$ cat src/rtl/sme_bank_ldst.sv
// Share-bank load/store sequencer: moves shares 1..d-1 of one register between banks and memory.
// Optional macro SME_LDST_BUS_CLEAR_EN zeroes idle data wires and inserts a CLR cycle between shares.
module sme_bank_ldst #(
    parameter int XLEN = 32,
    parameter int SMAX = 4
) (
    input  logic            g_clk,
    input  logic            g_reset,
    input  logic            flush,
    input  logic            req_valid,
    output logic            req_ready,
    input  logic            req_store,
    input  logic [XLEN-1:0] req_addr,
    input  logic [3:0]      req_reg,
    input  logic [3:0]      req_nshares,
    output logic            mem_req,
    input  logic            mem_gnt,
    output logic            mem_wen,
    output logic [XLEN-1:0] mem_addr,
    output logic [XLEN-1:0] mem_wdata,
    input  logic            mem_recv,
    input  logic [XLEN-1:0] mem_rdata,
    input  logic            mem_error,
    output logic [3:0]      bank_sel,
    output logic            bank_wen,
    output logic [3:0]      bank_waddr,
    output logic [XLEN-1:0] bank_wdata,
    output logic            bank_read,
    input  logic [XLEN-1:0] bank_rdata,
    output logic            done_valid,
    output logic            done_error
);

    typedef enum logic [2:0] {
        S_IDLE,
        S_REQ,
        S_WAIT,
        S_CLR,
        S_DONE
    } state_t;

    localparam logic [3:0] SMAX_W = 4'(SMAX);

    state_t          state;
    logic [3:0]      k;
    logic [3:0]      d_eff;
    logic [3:0]      reg_q;
    logic [XLEN-1:0] addr_q;
    logic            store_q;
    logic            err_q;
    logic            flushing;

    logic [3:0]      nshares_clamped;
    logic            more_shares;
    logic            resp_ok;
    logic            in_txn;

    assign nshares_clamped = (req_nshares > SMAX_W) ? SMAX_W : req_nshares;
    assign more_shares     = (k < (d_eff - 4'd1));
    // A response is only consumed into the bank if no flush is pending or arriving.
    assign resp_ok         = (state == S_WAIT) && mem_recv && !mem_error && !flushing && !flush;
    assign in_txn          = (state == S_REQ) || (state == S_WAIT);

    always_ff @(posedge g_clk or posedge g_reset) begin
        if (g_reset) begin
            state    <= S_IDLE;
            k        <= '0;
            d_eff    <= '0;
            reg_q    <= '0;
            addr_q   <= '0;
            store_q  <= 1'b0;
            err_q    <= 1'b0;
            flushing <= 1'b0;
        end else begin
            case (state)
                S_IDLE: begin
                    if (!flush && req_valid) begin
                        store_q  <= req_store;
                        addr_q   <= req_addr;
                        reg_q    <= req_reg;
                        d_eff    <= nshares_clamped;
                        k        <= 4'd1;
                        err_q    <= 1'b0;
                        flushing <= 1'b0;
                        state    <= (nshares_clamped <= 4'd1) ? S_DONE : S_REQ;
                    end
                end
                S_REQ: begin
                    // A grant wins over flush: the access is out and its response must be drained.
                    if (mem_gnt) begin
                        flushing <= flush;
                        state    <= S_WAIT;
                    end else if (flush) begin
                        state <= S_IDLE;
                    end
                end
                S_WAIT: begin
                    if (mem_recv) begin
                        if (flushing || flush) begin
                            flushing <= 1'b0;
                            state    <= S_IDLE;
                        end else if (mem_error) begin
                            err_q <= 1'b1;
                            state <= S_DONE;
                        end else if (more_shares) begin
                            k      <= k + 4'd1;
                            addr_q <= addr_q + XLEN'(4);
`ifdef SME_LDST_BUS_CLEAR_EN
                            state  <= S_CLR;
`else
                            state  <= S_REQ;
`endif
                        end else begin
                            state <= S_DONE;
                        end
                    end else if (flush) begin
                        flushing <= 1'b1;
                    end
                end
                S_CLR: begin
                    state <= flush ? S_IDLE : S_REQ;
                end
                S_DONE: begin
                    state <= S_IDLE;
                end
                default: begin
                    state <= S_IDLE;
                end
            endcase
        end
    end

    always_comb begin
        req_ready  = (state == S_IDLE);
        mem_req    = (state == S_REQ);
        mem_wen    = (state == S_REQ) && store_q;
        bank_read  = (state == S_REQ) && store_q;
        bank_wen   = resp_ok && !store_q;
        done_valid = (state == S_DONE) && !flush;
        done_error = done_valid && err_q;
`ifdef SME_LDST_BUS_CLEAR_EN
        mem_addr   = mem_req ? addr_q : '0;
        mem_wdata  = mem_wen ? bank_rdata : '0;
        bank_sel   = (bank_wen || bank_read) ? k : '0;
        bank_waddr = bank_wen ? reg_q : '0;
        bank_wdata = bank_wen ? mem_rdata : '0;
`else
        mem_addr   = addr_q;
        mem_wdata  = (in_txn && store_q) ? bank_rdata : '0;
        bank_sel   = k;
        bank_waddr = reg_q;
        bank_wdata = (in_txn && !store_q) ? mem_rdata : '0;
`endif
    end

endmodule

$ cat config.mk
export PLATFORM = sky130hd
export DESIGN_NAME = sme_bank_ldst
export DESIGN_NICKNAME = d
export VERILOG_FILES = /design/src/rtl/sme_bank_ldst.sv
export SDC_FILE = /design/constraint.sdc
export NUM_CORES = 1
export LEC_CHECK = 0
export CAP_MARGIN = 25
export CORE_ASPECT_RATIO = 1.2
export CORE_UTILIZATION = 34
export CTS_CLUSTER_SIZE = 16
export DETAILED_ROUTE_END_ITERATION = 8
export PLACE_DENSITY = 0.79
export SLEW_MARGIN = 20
export SYNTH_ARGS = -nofsm -noshare
export SYNTH_HDL_FRONTEND = slang
export SYNTH_SLANG_ARGS = --single-unit
export TNS_END_PERCENT = 10
$ cat constraint.sdc
create_clock -name g_clk -period 2.3 [get_ports g_clk]
set_input_delay 0.345 -clock g_clk [delete_from_list [all_inputs] [get_ports g_clk]]
set_output_delay 0.345 -clock g_clk [all_outputs]
set_load 0.005 [all_outputs]
==> metrics.md <==
| Metric | Value |
|---|---|
| Status | `complete, but fails checks` |
| Failing checks | `setup timing` |
| Routed wire length per instance | `18.18 um` |
| Residual DRC | `0` |
| Final Non-Filler Cells | `805` |
| Endpoints failing setup | `28` |
| P&R area growth vs syn | `90.11%` |
| Worst setup margin | `-0.09595 ns` |
| Switching part of the total | `39.74%` |
| Post-Syn Area per Cell | `8.062 um^2` |
| Comb power frac | `63.0%` |
| Max VDD drop | `0.0006130 V` |
| First-pass GRT wire length | `21980 um` |
| Hold-fix buffers, CTS | `0` |
| Synth cell types | `56` |
| Syn_nets | `551` |
| Final HPWL DP | `10750 um` |
| Most frequent cells in the layout | `clkdlybuf4s50_1, and2_1, dfrtp_1, nand2_1, buf_4` |
| DRT antenna net count | `0` |
| Placed Cells | `789` |
| DRT Pass-1 Iters | `5` |
| NumNets Final | `796` |
| Register area share after synthesis | `35.84%` |
| Ys flop type | `dfrtp_1` |
| Worst slack, placed | `-0.1106 ns` |
| Hold Path Class | `in -> async` |
| Rows | `40` |
| Worst Max-Slew Pin Slew | `0.5897 ns` |
| Final WL | `14630 um` |
| Fmax | `417.4 MHz` |
| Largest net degree at the start of global routing | `52` |
| Fraction of layout cells with a size suffix above 1 | `15.76%` |
| Worst-Skew Late Latency | `0.29 ns` |
| Netlist area before placement | `0.003491 mm^2` |
| Die width | `94.50 um` |
| DR vias/cell | `5.523` |
| #FFs+latches synth | `50` |
| Setup crit end kind | `register` |
| Leakage | `3.016 nW` |
| Fillers | `800` |
| CTS tree | `built` |
| Full die area | `0.01068 mm^2` |
| Fin util | `66.30%` |
| Final period utilization | `104.2%` |
| Sequential fraction of design power | `24.9%` |
| ANT cells | `0` |
| Max-capacitance violation count | `0` |
| Critical Path RT | `2.51 ns` |
| Post-synth EDFFs | `0` |
| P_int | `4.380 mW` |
| Syn Inst Count | `433` |
| Pwr Total | `7.268 mW` |
| Root buf cell | `clkbuf_16` |
| Ports | `223` |
| Initial core utilization | `34.88%` |
| Chip height | `113 um` |
| Vias in the first global route | `4274` |
| Worst-case clock buffer depth | `2` |
| # port buffers | `222` |
| GRT overflow | `0` |
| PD cells | `1095 mW/mm^2` |
| Gpl congestion | `0.9198` |
| H-tree depth | `2` |
| Unrepaired setup endpoints after global routing | `yes` |
| Slew HR | `60.13%` |
| Clk network pwr share | `12.1%` |
| Synthesis Warnings | `0` |
| Initial antenna violation count | `0` |
| Via count | `4446` |
| Fraction of registers with async set/reset | `100.0%` |
| Psw | `2.888 mW` |
| Period minus WS final | `2.396 ns` |
| Initial DRC Count | `251` |
| Setup TNS Final | `-1.216 ns` |
| Total Routing Usage GR | `26.08%` |
| Critical path class | `reg -> reg` |
| CP Max Fanout | `5` |
| Clock transition at path regs | `0.07 ns` |
| Setup Skew | `0.01073 ns` |
| Commonest non-fill, non-tap cell in the layout | `clkdlybuf4s50_1` |
| Core ar. | `0.01001 mm^2` |
| Number of CTS-inserted buffers | `5` |
| Slew Limit Fails | `0` |
| Clk sinks | `50` |
| Fin. Hold Viols | `0` |
| CP Launch Type | `register` |
| CP arrival | `2.60 ns` |
-- cells by family after synthesis --
logic type      count (synthesis)  synth area share (%)
simple gates                  212                 32.44
compound gates                122                 23.51
flops                          50                 35.84
buf+inv                        39                 5.018
fa+ha+maj                       6                 2.150
xor+xnor                        3                0.7528
mux                             1                0.2867
-- synth_stat cells (3+ instances only) --
cell type	instances	area share (%)
a211oi_1	11	2.4
a21oi_1	22	3.2
a221oi_1	3	0.75
a2bb2oi_1	4	1.0
a31oi_1	18	3.2
a32oi_1	4	1.0
and2_1	71	13
and3_1	4	0.72
buf_2	4	0.57
clkbuf_1	24	2.6
dfrtp_1	50	36
ha_1	6	2.2
inv_1	6	0.65
nand2_1	45	4.8
nand3_1	22	3.2
nand4_1	4	0.72
nor2_1	29	3.1
nor3_1	15	2.2
nor4_1	5	0.90
o21ai_0	23	3.3
o22a_1	4	1.0
o22ai_1	5	0.90
o31ai_1	5	1.1
xnor2_1	3	0.75
-- per-stage QoR --
step / hold slack, ns / instance area, um^2
3_5_place_dp: 0.4661 / 6102
4_1_cts: 0.4394 / 6382
6_report: 0.4182 / 6636
3_3_place_gp: 0.4627 / 6102
5_1_grt: 0.4791 / 6636
2_1_floorplan: 0.4504 / 3508
-- final timing paths --
| check | startpoint | end | slack (ns) | cells after the start |
|---|---|---|---|---|
| max | d_eff[0]$_DFFE_PP0P_ | bank_sel[3]$_DFFE_PP0P_ | -0.1 | 8 |
| min | g_reset | mem_addr[31]$_DFFE_PP0P_ | 0.42 | 2 |
| max reg2reg | d_eff[0]$_DFFE_PP0P_ | bank_sel[3]$_DFFE_PP0P_ | -0.1 | 8 |
| min reg2reg | bank_waddr[3]$_DFFE_PP0P_ | bank_waddr[3]$_DFFE_PP0P_ | 0.48 | 2 |
| max in group asynchronous | g_reset | mem_addr[5]$_DFFE_PP0P_ | 1.33 | 3 |
| min in group g_clk | bank_waddr[3]$_DFFE_PP0P_ | bank_waddr[3]$_DFFE_PP0P_ | 0.48 | 2 |
-- power groups by stage --
| stage | registers (mW) | clock network (mW) | logic (mW) |
|---|---|---|---|
| after floorplan | 1.65 | 0 | 1.89 |
| after global routing | 1.86 | 0.927 | 4.96 |
| after detailed placement | 1.76 | 0 | 4.16 |
| final | 1.81 | 0.877 | 4.58 |
| after CTS | 1.76 | 0.887 | 4.30 |
| after global placement | 1.74 | 0 | 4.09 |
-- worst max-delay path, cell delays in order, from the launching register on --
cell and delay [ns]:
dfrtp_1 0.44, nor3_4 0.23, xnor2_1 0.15, ha_1 0.28, a211oi_2 0.21, o21ai_2 0.10
o31a_1 0.34, or4_1 0.42, a21oi_1 0.14
-- per-layer routing --
layer  share of wire, %  global-route usage [%]  wire length [um]
met5                  0                       0                 0
met4                2.2                   4.747               327
met3                9.4                   7.258              1382
met2                 49                   44.01              7192
met1                 39                   33.43              5728
-- sequential cells by signal, indices dropped and copies added (netlist names) --
signal      count
err_q           1
flushing        1
bank_sel        4
mem_addr       32
state           3
bank_waddr      4
d_eff           4
store_q         1
-- final cells by class --
type	instances	area (um^2)	area share [%]
Sequential cell	50	1252	18.87
Tap cell	126	157.7	2.376
Multi-Input combinational cell	344	2342	35.29
Clock inverter	2	38.79	0.5845
Clock buffer	6	138.9	2.093
Inverter	6	22.52	0.3394
Timing Repair Buffer	271	2684	40.44
-- timing repair --
item | 4_1_cts | 5_1_grt
pin swaps | 9 | 11
setup endpoints to repair | 89 | 60
gates resized for setup | 52 | 57
cloned | 1 | 1
setup buffers | 5 | 1
(Power assumes the default switching activity.)
